`src/rtl/led_arb_pkg.sv`:
```
// Shared types and widths for the LED bank arbiter.
package led_arb_pkg;
  localparam int LED_WIDTH = 8;
  localparam int DUR_WIDTH = 8;

  typedef enum logic [1:0] {IDLE, SHOW, RELEASE} state_e;
endpackage

```
`src/rtl/rr_pick.sv`:
```
// Rotating-priority picker: first set request at or above pointer, wrapping upward.
module rr_pick #(
  parameter int NUM_REQ = 4
) (
  input  logic [NUM_REQ-1:0]         req,
  input  logic [$clog2(NUM_REQ)-1:0] pointer,
  output logic [NUM_REQ-1:0]         onehot,
  output logic [$clog2(NUM_REQ)-1:0] index,
  output logic                       valid
);
  localparam int PW = $clog2(NUM_REQ);

  // Walk from the farthest offset down so the nearest set bit wins last.
  always_comb begin
    onehot = '0;
    index  = '0;
    valid  = 1'b0;
    for (int i = NUM_REQ - 1; i >= 0; i--) begin
      if (req[(int'(pointer) + i) % NUM_REQ]) begin
        onehot = '0;
        onehot[(int'(pointer) + i) % NUM_REQ] = 1'b1;
        index  = PW'((int'(pointer) + i) % NUM_REQ);
        valid  = 1'b1;
      end
    end
  end
endmodule

```
`src/rtl/led_bank_arbiter.sv`:
```
// Shares the 8 active-low user LEDs between NUM_REQ requesters; idle shows a tick counter.
module led_bank_arbiter import led_arb_pkg::*; #(
  parameter int NUM_REQ   = 4,
  parameter int TICK_BITS = 21
) (
  input  logic                              clk_50mhz,
  input  logic                              rst,
  input  logic [NUM_REQ-1:0]                req,
  input  logic [NUM_REQ-1:0][LED_WIDTH-1:0] pattern,
  input  logic [NUM_REQ-1:0][DUR_WIDTH-1:0] duration,
  output logic [NUM_REQ-1:0]                grant,
  output logic [NUM_REQ-1:0]                done,
  output logic                              busy,
  output logic [LED_WIDTH-1:0]              led_n
);
  localparam int PW = $clog2(NUM_REQ);

  state_e               state;
  logic [TICK_BITS-1:0] presc;
  logic                 tick;
  logic [LED_WIDTH-1:0] idle_cnt;
  logic [LED_WIDTH-1:0] pat_q;
  logic [DUR_WIDTH:0]   ticks_left;
  logic [PW-1:0]        rr_ptr;
  logic [PW-1:0]        owner;
  logic [NUM_REQ-1:0]   win_oh;
  logic [PW-1:0]        win_idx;
  logic                 win_vld;

  assign tick = &presc;

  rr_pick #(.NUM_REQ(NUM_REQ)) u_pick (
    .req     (req),
    .pointer (rr_ptr),
    .onehot  (win_oh),
    .index   (win_idx),
    .valid   (win_vld)
  );

  always_ff @(posedge clk_50mhz) begin
    if (rst) begin
      state      <= IDLE;
      presc      <= '0;
      idle_cnt   <= '0;
      pat_q      <= '0;
      ticks_left <= '0;
      rr_ptr     <= '0;
      owner      <= '0;
      grant      <= '0;
      done       <= '0;
      busy       <= 1'b0;
      led_n      <= '1;
    end else begin
      presc <= presc + 1'b1;
      done  <= '0;
      led_n <= (state == IDLE) ? ~idle_cnt : ~pat_q;
      case (state)
        IDLE: begin
          if (tick) idle_cnt <= idle_cnt + 1'b1;
          if (win_vld) begin
            state      <= SHOW;
            grant      <= win_oh;
            owner      <= win_idx;
            pat_q      <= pattern[win_idx];
            // A zero duration encodes the full 256-tick window.
            ticks_left <= (duration[win_idx] == '0) ? {1'b1, {DUR_WIDTH{1'b0}}}
                                                    : {1'b0, duration[win_idx]};
            presc      <= '0;
            busy       <= 1'b1;
          end
        end
        SHOW: begin
          if (!req[owner]) begin
            state <= RELEASE;
            grant <= '0;
          end else if (tick) begin
            ticks_left <= ticks_left - 1'b1;
            if (ticks_left == (DUR_WIDTH+1)'(1)) begin
              state <= RELEASE;
              grant <= '0;
              done  <= grant;
            end
          end
        end
        RELEASE: begin
          state  <= IDLE;
          busy   <= 1'b0;
          rr_ptr <= (owner == PW'(NUM_REQ - 1)) ? '0 : owner + 1'b1;
        end
        default: state <= IDLE;
      endcase
    end
  end
endmodule

```
`config.mk`:
```
export PLATFORM = sky130hd
export DESIGN_NAME = led_bank_arbiter
export DESIGN_NICKNAME = d
export VERILOG_FILES = /design/src/rtl/led_arb_pkg.sv /design/src/rtl/rr_pick.sv /design/src/rtl/led_bank_arbiter.sv
export SDC_FILE = /design/constraint.sdc
export NUM_CORES = 1
export LEC_CHECK = 0
export ABC_AREA = 1
export BUFFER_PORTS_ARGS = -buffer_cell sky130_fd_sc_hd__buf_2
export CAP_MARGIN = 20
export CORE_MARGIN = 1
export CORE_UTILIZATION = 35
export DETAILED_ROUTE_END_ITERATION = 6
export GPL_ROUTABILITY_DRIVEN = 0
export SLEW_MARGIN = 10
export SYNTH_ARGS = -nofsm -noshare
export SYNTH_HDL_FRONTEND = slang
export SYNTH_SLANG_ARGS = --single-unit
```
`constraint.sdc`:
```
create_clock -name clk_50mhz -period 5.3 [get_ports clk_50mhz]
set_input_delay 0.795 -clock clk_50mhz [delete_from_list [all_inputs] [get_ports clk_50mhz]]
set_output_delay 0.795 -clock clk_50mhz [all_outputs]
set_load 0.01 [all_outputs]
```
==> results of run 1 <==
[worst max-delay path: stages, from the launching register on]
cell	delay, ns
dfxtp_1	0.59
inv_4	0.11
ha_1	0.36
inv_1	0.05
nand3_1	0.11
nand2_2	0.09
nor2_1	0.15
nand2_1	0.10
nand2_1	0.38
nand2_1	0.55
o21bai_1	0.33
a21oi_1	0.11
[where the power goes]
part	internal, W	total (W)	switching [W]
registers	0.000632	0.000717	0.0000855
logic	0.000344	0.00100	0.000657
clock network	0.000317	0.000543	0.000226
total	0.00129	0.00226	0.000968
[layout by cell type, fill, tap and decap left out, types with 11 or more instances in the layout]
master,count
nand2_1,106
o21ai_0,27
dfxtp_1,69
a21oi_1,41
nand3_1,54
o21ai_1,20
nor3_1,11
ha_1,12
inv_1,58
nor2_1,72
buf_2,86
[through the flow]
step,cells,cell area [sq um]
2_1_floorplan,575,3990
3_3_place_gp,782,4490
3_5_place_dp,782,4490
4_1_cts,798,4770
5_1_grt,798,4770
6_report,798,4770
[per-layer routing]
metal	wire length [um]	GRT usage [%]
met2	4080	27.3
met5	0	0
met3	417	3.53
met1	4520	20.6
met4	126	5.89
[cells in the mapped netlist (3+ instances only)]
library cell	n
o21a_1	3
nand2_1	106
a31oi_1	6
o21ai_1	20
nand3_1	54
nor3_4	3
clkbuf_1	10
inv_1	58
dfxtp_1	69
a211oi_1	3
xor2_1	6
nand4_1	7
nand2_2	8
nand2_4	6
inv_2	6
o21ai_0	27
nor3_1	11
xnor2_1	3
buf_2	5
a21oi_1	41
o311ai_1	3
o221ai_1	3
nor2_4	4
inv_4	3
ha_1	12
nor2_1	72
[layout make-up]
type                            instances  area (sq um)  share of cell area [%]
Inverter                               68           263                    5.51
Tap cell                              140           175                    3.67
Clock buffer                            9           225                    4.72
Clock inverter                          7          50.0                    1.05
Timing Repair Buffer                   86           430                    9.02
Multi-Input combinational cell        419          2240                    47.1
Sequential cell                        69          1380                    29.0
[sequential cells by signal, summed over array words and instances (netlist names)]
name	flops
idle_cnt	8
presc	21
rr_ptr	2
led_n	8
grant	4
busy	1
state	2
ticks_left	9
owner	2
pat_q	8
done	4
[worst min path at each step]
stage,endpoint,cells after the start
floorplan,presc[0],1
global placement,presc[0],1
detailed placement,presc[0],1
CTS,done[0],2
global route,done[2],2
finish,done[2],2
[kinds of logic (layout without fill, tap and decap cells)]
kind of cell,count (synthesis),count (layout),synth area share (%)
compound gates,118,118,17.0
xor+xnor,9,9,1.98
fa+ha+maj,12,12,3.76
buf+inv,87,170,9.10
flops,69,69,34.6
simple gates,280,280,33.6
==> flow_metrics.py, run 1 <==
metrics = {
    "sta": {
        "slew_violations": 0,
        "fmaxAchievable_ghz": 0.331,
        "finalHoldWorstSlack_ns": 0.447,
        "finalCriticalPeriod_ns": 3.02,
        "finalWorstSetupSlack_ns": 2.28,
        "maxSlewHeadroom_pct": 39.2,
        "skew_ns": 0.0134,
        "worstMarginPinSlew_ns": 0.909,
        "tns_ns": 0,
        "finalHoldViolCount": 0,
        "period_share_pct": 57.0,
        "finalSetupViolCount": 0,
        "rsz0062_at_grt": "false",
    },
    "clock_tree": {
        "clk_latency_ns": 0.33,
        "post_cts.repair.setup_buffers": 0,
        "cts.sinks": 69,
        "numCtsBuffers": 9,
        "clk_pin_slew_ns": 0.06,
        "cts_tree": "yes",
        "ctsRootBufferMaster": "clkbuf_16",
        "htree_num_levels": 3,
        "postCtsHoldBufs": 0,
        "cts_max_path_buffers": 2,
        "ctsResizeCount": 0,
    },
    "global_routing": {
        "grt_overflow": 0,
        "grt_usage_pct": 16.3,
        "grt_antenna_before_repair": 0,
        "grt_pass1_wl_mm": 15.5,
        "grt_max_degree": 34,
        "grt_pass1_vias": 3651,
    },
    "place": {
        "port-buffer-count": 86,
        "post-place-ws_ns": 2.26,
        "hpwl_mm": 7.02,
    },
    "worst_setup_path": {
        "timing.rr.start": "rr_ptr[0]",
        "cp-end-kind": "flip-flop",
        "critical_path_class": "reg2reg",
        "cp-startpoint": "rr_ptr[0]",
        "reg2reg_setup_slack_ns": 2.28,
        "critPathLaunchType": "flip-flop",
        "cp.required_ns": 5.55,
        "crit_end": "presc[16]",
        "r2r-end": "presc[16]",
        "rr_worst_depth": 11,
        "path_max_fanout": 21,
        "critical_path_arrival_ns": 3.27,
    },
    "route": {
        "drt_iter0_drc": 183,
        "drt_wl_total_mm": 9.15,
        "vias": 3918,
        "final_antenna_net_count": 0,
        "dr.pass1.iters": 5,
        "drc_errors": 0,
        "via_per_inst": 4.91,
        "wl_per_cell_um": 11.5,
    },
    "layout": {
        "area_growth_pct": 19.6,
        "fillers": 1149,
        "diodes": 0,
        "layout.nets": 735,
        "postLayoutCoreUtil_pct": 43.4,
        "drive_gt1_share_pct": 21.1,
    },
    "pwr": {
        "p_per_area_nw_per_um2": 474,
        "p_total_w": 0.00226,
        "p_leak_nw": 2.17,
        "vdd_drop_max_mv": 0.216,
    },
    "floorplanning": {
        "io_pins": 87,
        "initial_core_util_pct": 36.3,
        "core_area_sq_um": 11000,
        "dieArea_sq_um": 11800,
        "die_height_um": 109,
        "rows": 38,
        "die_w_um": 109,
    },
    "logic_synthesis": {
        "synth_area_leaders": "dfxtp_1, nand2_1, nand3_1, nor2_1, inv_1",
        "synth_fp_nets": 657,
        "seq_area_frac_synth_pct": 34.6,
        "synth-main-ff-cell": "dfxtp_1",
        "synth_edf_count": 0,
        "ys_seq_elements": 69,
        "yosys.area.top_type": "dfxtp_1",
        "ys_async_sr_fraction_pct": 0,
        "synth_top_area_share_pct": 34.6,
        "synth_warnings": 0,
        "netlist_area_sq_um": 3990,
        "ys_types": 44,
        "syn_inst": 575,
        "avgSynthCellArea_sq_um": 6.94,
    },
    "min_path": {
        "worstHoldPathType": "reg2reg",
        "hp-start": "grant[2]",
    },
    "flow_run": {
        "cap_violations": 0,
    },
    "status": {
        "run_status": "completed",
    },
}
Note: power is estimated with default switching activity, not from simulation.
==> run 2, diff against run 1 <==
==> constraint.sdc (replaced) <==
create_clock -name clk_50mhz -period 2.8 [get_ports clk_50mhz]
set_input_delay 0.42 -clock clk_50mhz [delete_from_list [all_inputs] [get_ports clk_50mhz]]
set_output_delay 0.42 -clock clk_50mhz [all_outputs]
set_load 0.01 [all_outputs]
==> run 2 against run 1 <==
Compared with the run above:
- first-iteration DRC count is 42% higher
- global-route usage is 1.0 points higher
- sequential share of layout area is 0.61 points lower
- critical endpoint is now ticks_left[8]
- non-clock buffer count is 8 higher
- fmax is 20% higher
- clock skew is 0.0082 ns lower
- hold slack worse by 0.014 ns
- largest cell class unchanged
- cell count is 1.0% higher
- clock-buffer cell count stayed put
- worst setup slack worse by 2.0 ns
- register-to-register slack worse by 2.0 ns
- cell area is 2.3% higher
==> flow_metrics.py, run 2 (synthesis results as in run 1) <==
metrics = {
    "layout": {
        "largest_reg_flops": 21,
        "drive_gt1_share_pct": 22.4,
        "layout_common_cells": "nand2_1, buf_2, nor2_1, dfxtp_1, inv_1",
        "layout.nets": 743,
        "reg_top3": "presc: 21 flops, ticks_left: 9 flops",
        "final_common_cell": "nand2_1",
        "diodes": 0,
        "postLayoutCoreUtil_pct": 44.4,
        "fin_cells": 806,
        "area_growth_pct": 22.3,
        "top_register": "presc",
    },
    "sta": {
        "maxSlewHeadroom_pct": 66.8,
        "finalWorstSetupSlack_ns": 0.281,
        "worstMarginPinSlew_ns": 0.498,
        "finalCriticalPeriod_ns": 2.52,
        "skew_ns": 0.00519,
        "tns_ns": 0,
        "slew_violations": 0,
        "fmaxAchievable_ghz": 0.397,
        "period_share_pct": 90.0,
        "rsz0062_at_grt": "false",
        "finalHoldWorstSlack_ns": 0.433,
        "finalHoldViolCount": 0,
        "finalSetupViolCount": 0,
    },
    "route": {
        "vias": 3975,
        "via_per_inst": 4.93,
        "wl_per_cell_um": 11.8,
        "drt_wl_total_mm": 9.55,
        "drc_errors": 0,
        "dr.pass1.iters": 6,
        "drt_iter0_drc": 259,
        "final_antenna_net_count": 0,
    },
    "flow_run": {
        "cap_violations": 0,
    },
    "worst_setup_path": {
        "cp-end-kind": "flip-flop",
        "critical_path_arrival_ns": 2.80,
        "cp_cell_sequence": "inv_1 -> ha_1 -> inv_1 -> nand3_1 -> nand2_2 -> inv_4 -> nand2_2 -> nand2_2 -> nand2_8 -> nand2_8 -> nand2_1 -> nand3_1 -> nand2_1 -> nand2_1 -> nor2_1 -> nand3_1 -> nand3_1 -> nand2_1 -> inv_1",
        "cp.required_ns": 3.08,
        "critPathMaxStageDelay_ns": 0.39,
        "r2r-end": "ticks_left[8]",
        "crit_buf_inv": 4,
        "timing.rr.start": "rr_ptr[1]",
        "critPathLaunchType": "flip-flop",
        "path_max_fanout": 33,
        "crit_slowest_cell": "dfxtp_2",
        "cp_top_family": "simple AND/OR/NAND/NOR gates",
        "critical_path_class": "reg2reg",
        "rr_worst_depth": 19,
        "reg2reg_setup_slack_ns": 0.28,
    },
    "clock_tree": {
        "cts_tree": "yes",
        "ctsRootBufferMaster": "clkbuf_16",
        "numCtsBuffers": 9,
        "cts.sinks": 69,
        "htree_num_levels": 3,
        "clk_latency_ns": 0.33,
        "postCtsHoldBufs": 0,
        "cts_max_path_buffers": 2,
        "clk_pin_slew_ns": 0.06,
    },
    "floorplanning": {
        "io_pins": 87,
        "dieArea_sq_um": 11800,
        "core_area_sq_um": 11000,
        "rows": 38,
        "initial_core_util_pct": 36.3,
        "die_w_um": 109,
        "die_height_um": 109,
    },
    "pwr": {
        "p_leak_nw": 2.23,
        "intPower_w": 0.00261,
        "pwr-share-comb_pct": 44.6,
        "pwr-share-seq_pct": 30.2,
        "vdd_drop_max_mv": 0.446,
        "p_per_area_nw_per_um2": 922,
        "switching_share_pct": 42.0,
        "clock_power_share_pct": 25.2,
        "p_sw_w": 0.00189,
    },
    "place": {
        "post-place-ws_ns": 0.0466,
        "port-buffer-count": 86,
        "hpwl_mm": 7.30,
        "dp.cells": 790,
    },
    "status": {
        "run_status": "completed",
    },
    "global_routing": {
        "grt_usage_pct": 17.3,
        "grt_overflow": 0,
        "grt_antenna_before_repair": 0,
        "grt_pass1_vias": 3714,
        "grt_max_degree": 34,
        "grt_pass1_wl_mm": 16.3,
    },
    "min_path": {
        "holdPathEnd": "pat_q[7]",
        "min_path_cells": 3,
        "worstHoldPathType": "in2reg",
        "hp-start": "pattern[15]",
    },
}
==> run 2: cell count changes in the layout (fill, tap and decap cells not counted), sizes merged <==
cell	delta
buf	+8
bufinv	+1
clkinv	+1
clkinvlp	-2
==> run 2: per-layer routing <==
metal  routed length [um]  global-route usage [%]  share of wire, %
met4                  188                    7.92               2.0
met1                 4590                    21.7                48
met2                 4270                    29.0                45
met3                  497                    2.87               5.2
met5                    0                       0                 0
==> run 2: worst reg2reg max path, cell delays in order (launching register included) <==
cell	delay [ns]
dfxtp_2	0.39
inv_1	0.14
ha_1	0.35
inv_1	0.07
nand3_1	0.12
nand2_2	0.14
inv_4	0.07
nand2_2	0.07
nand2_2	0.08
nand2_8	0.14
nand2_8	0.16
nand2_1	0.11
nand3_1	0.09
nand2_1	0.08
nand2_1	0.05
nor2_1	0.10
nand3_1	0.11
nand3_1	0.10
nand2_1	0.06
inv_1	0.05
==> run 2: power by group through the flow <==
stage / Combinational [W] / Sequential (W) / Clock [W]
floorplan: 0.00151 / 0.00136 / 0
global placement: 0.00193 / 0.00137 / 0
detailed placement: 0.00197 / 0.00138 / 0
CTS: 0.00198 / 0.00136 / 0.00116
global route: 0.00229 / 0.00139 / 0.00120
finish: 0.00201 / 0.00136 / 0.00113
==> run 2: final cells by class <==
type,instances,area (sq um)
Inverter,68,265
Timing Repair Buffer,94,490
Clock buffer,9,225
Sequential cell,69,1380
Tap cell,140,175
Multi-Input combinational cell,419,2260
Clock inverter,7,73.8
Fill cell,1127,6110
==> run 2: worst max-delay path by stage <==
stage	startpoint	to	slack [ns]	cells after the start
4_1_cts	rr_ptr[1]	pat_q[0]	0.04	15
3_3_place_gp	rr_ptr[1]	pat_q[0]	0.23	15
5_1_grt	rr_ptr[1]	ticks_left[8]	0.02	18
2_1_floorplan	rr_ptr[0]	pat_q[0]	0.55	19
3_5_place_dp	rr_ptr[1]	pat_q[0]	0.05	15
6_report	rr_ptr[1]	ticks_left[8]	0.28	19
==> run 2: what timing repair did <==
| action | 4_1_cts | 5_1_grt |
|---|---|---|
| resized for setup | 0 | 6 |
| endpoints found under the setup margin | 0 | 17 |
| setup buffers | 0 | 0 |
==> run 2: through the flow <==
| step | power (W) | cell area, sq um |
|---|---|---|
| 3_3_place_gp | 0.00330 | 4550 |
| 2_1_floorplan | 0.00287 | 3990 |
| 3_5_place_dp | 0.00334 | 4550 |
| 6_report | 0.00450 | 4880 |
| 5_1_grt | 0.00488 | 4880 |
| 4_1_cts | 0.00450 | 4850 |
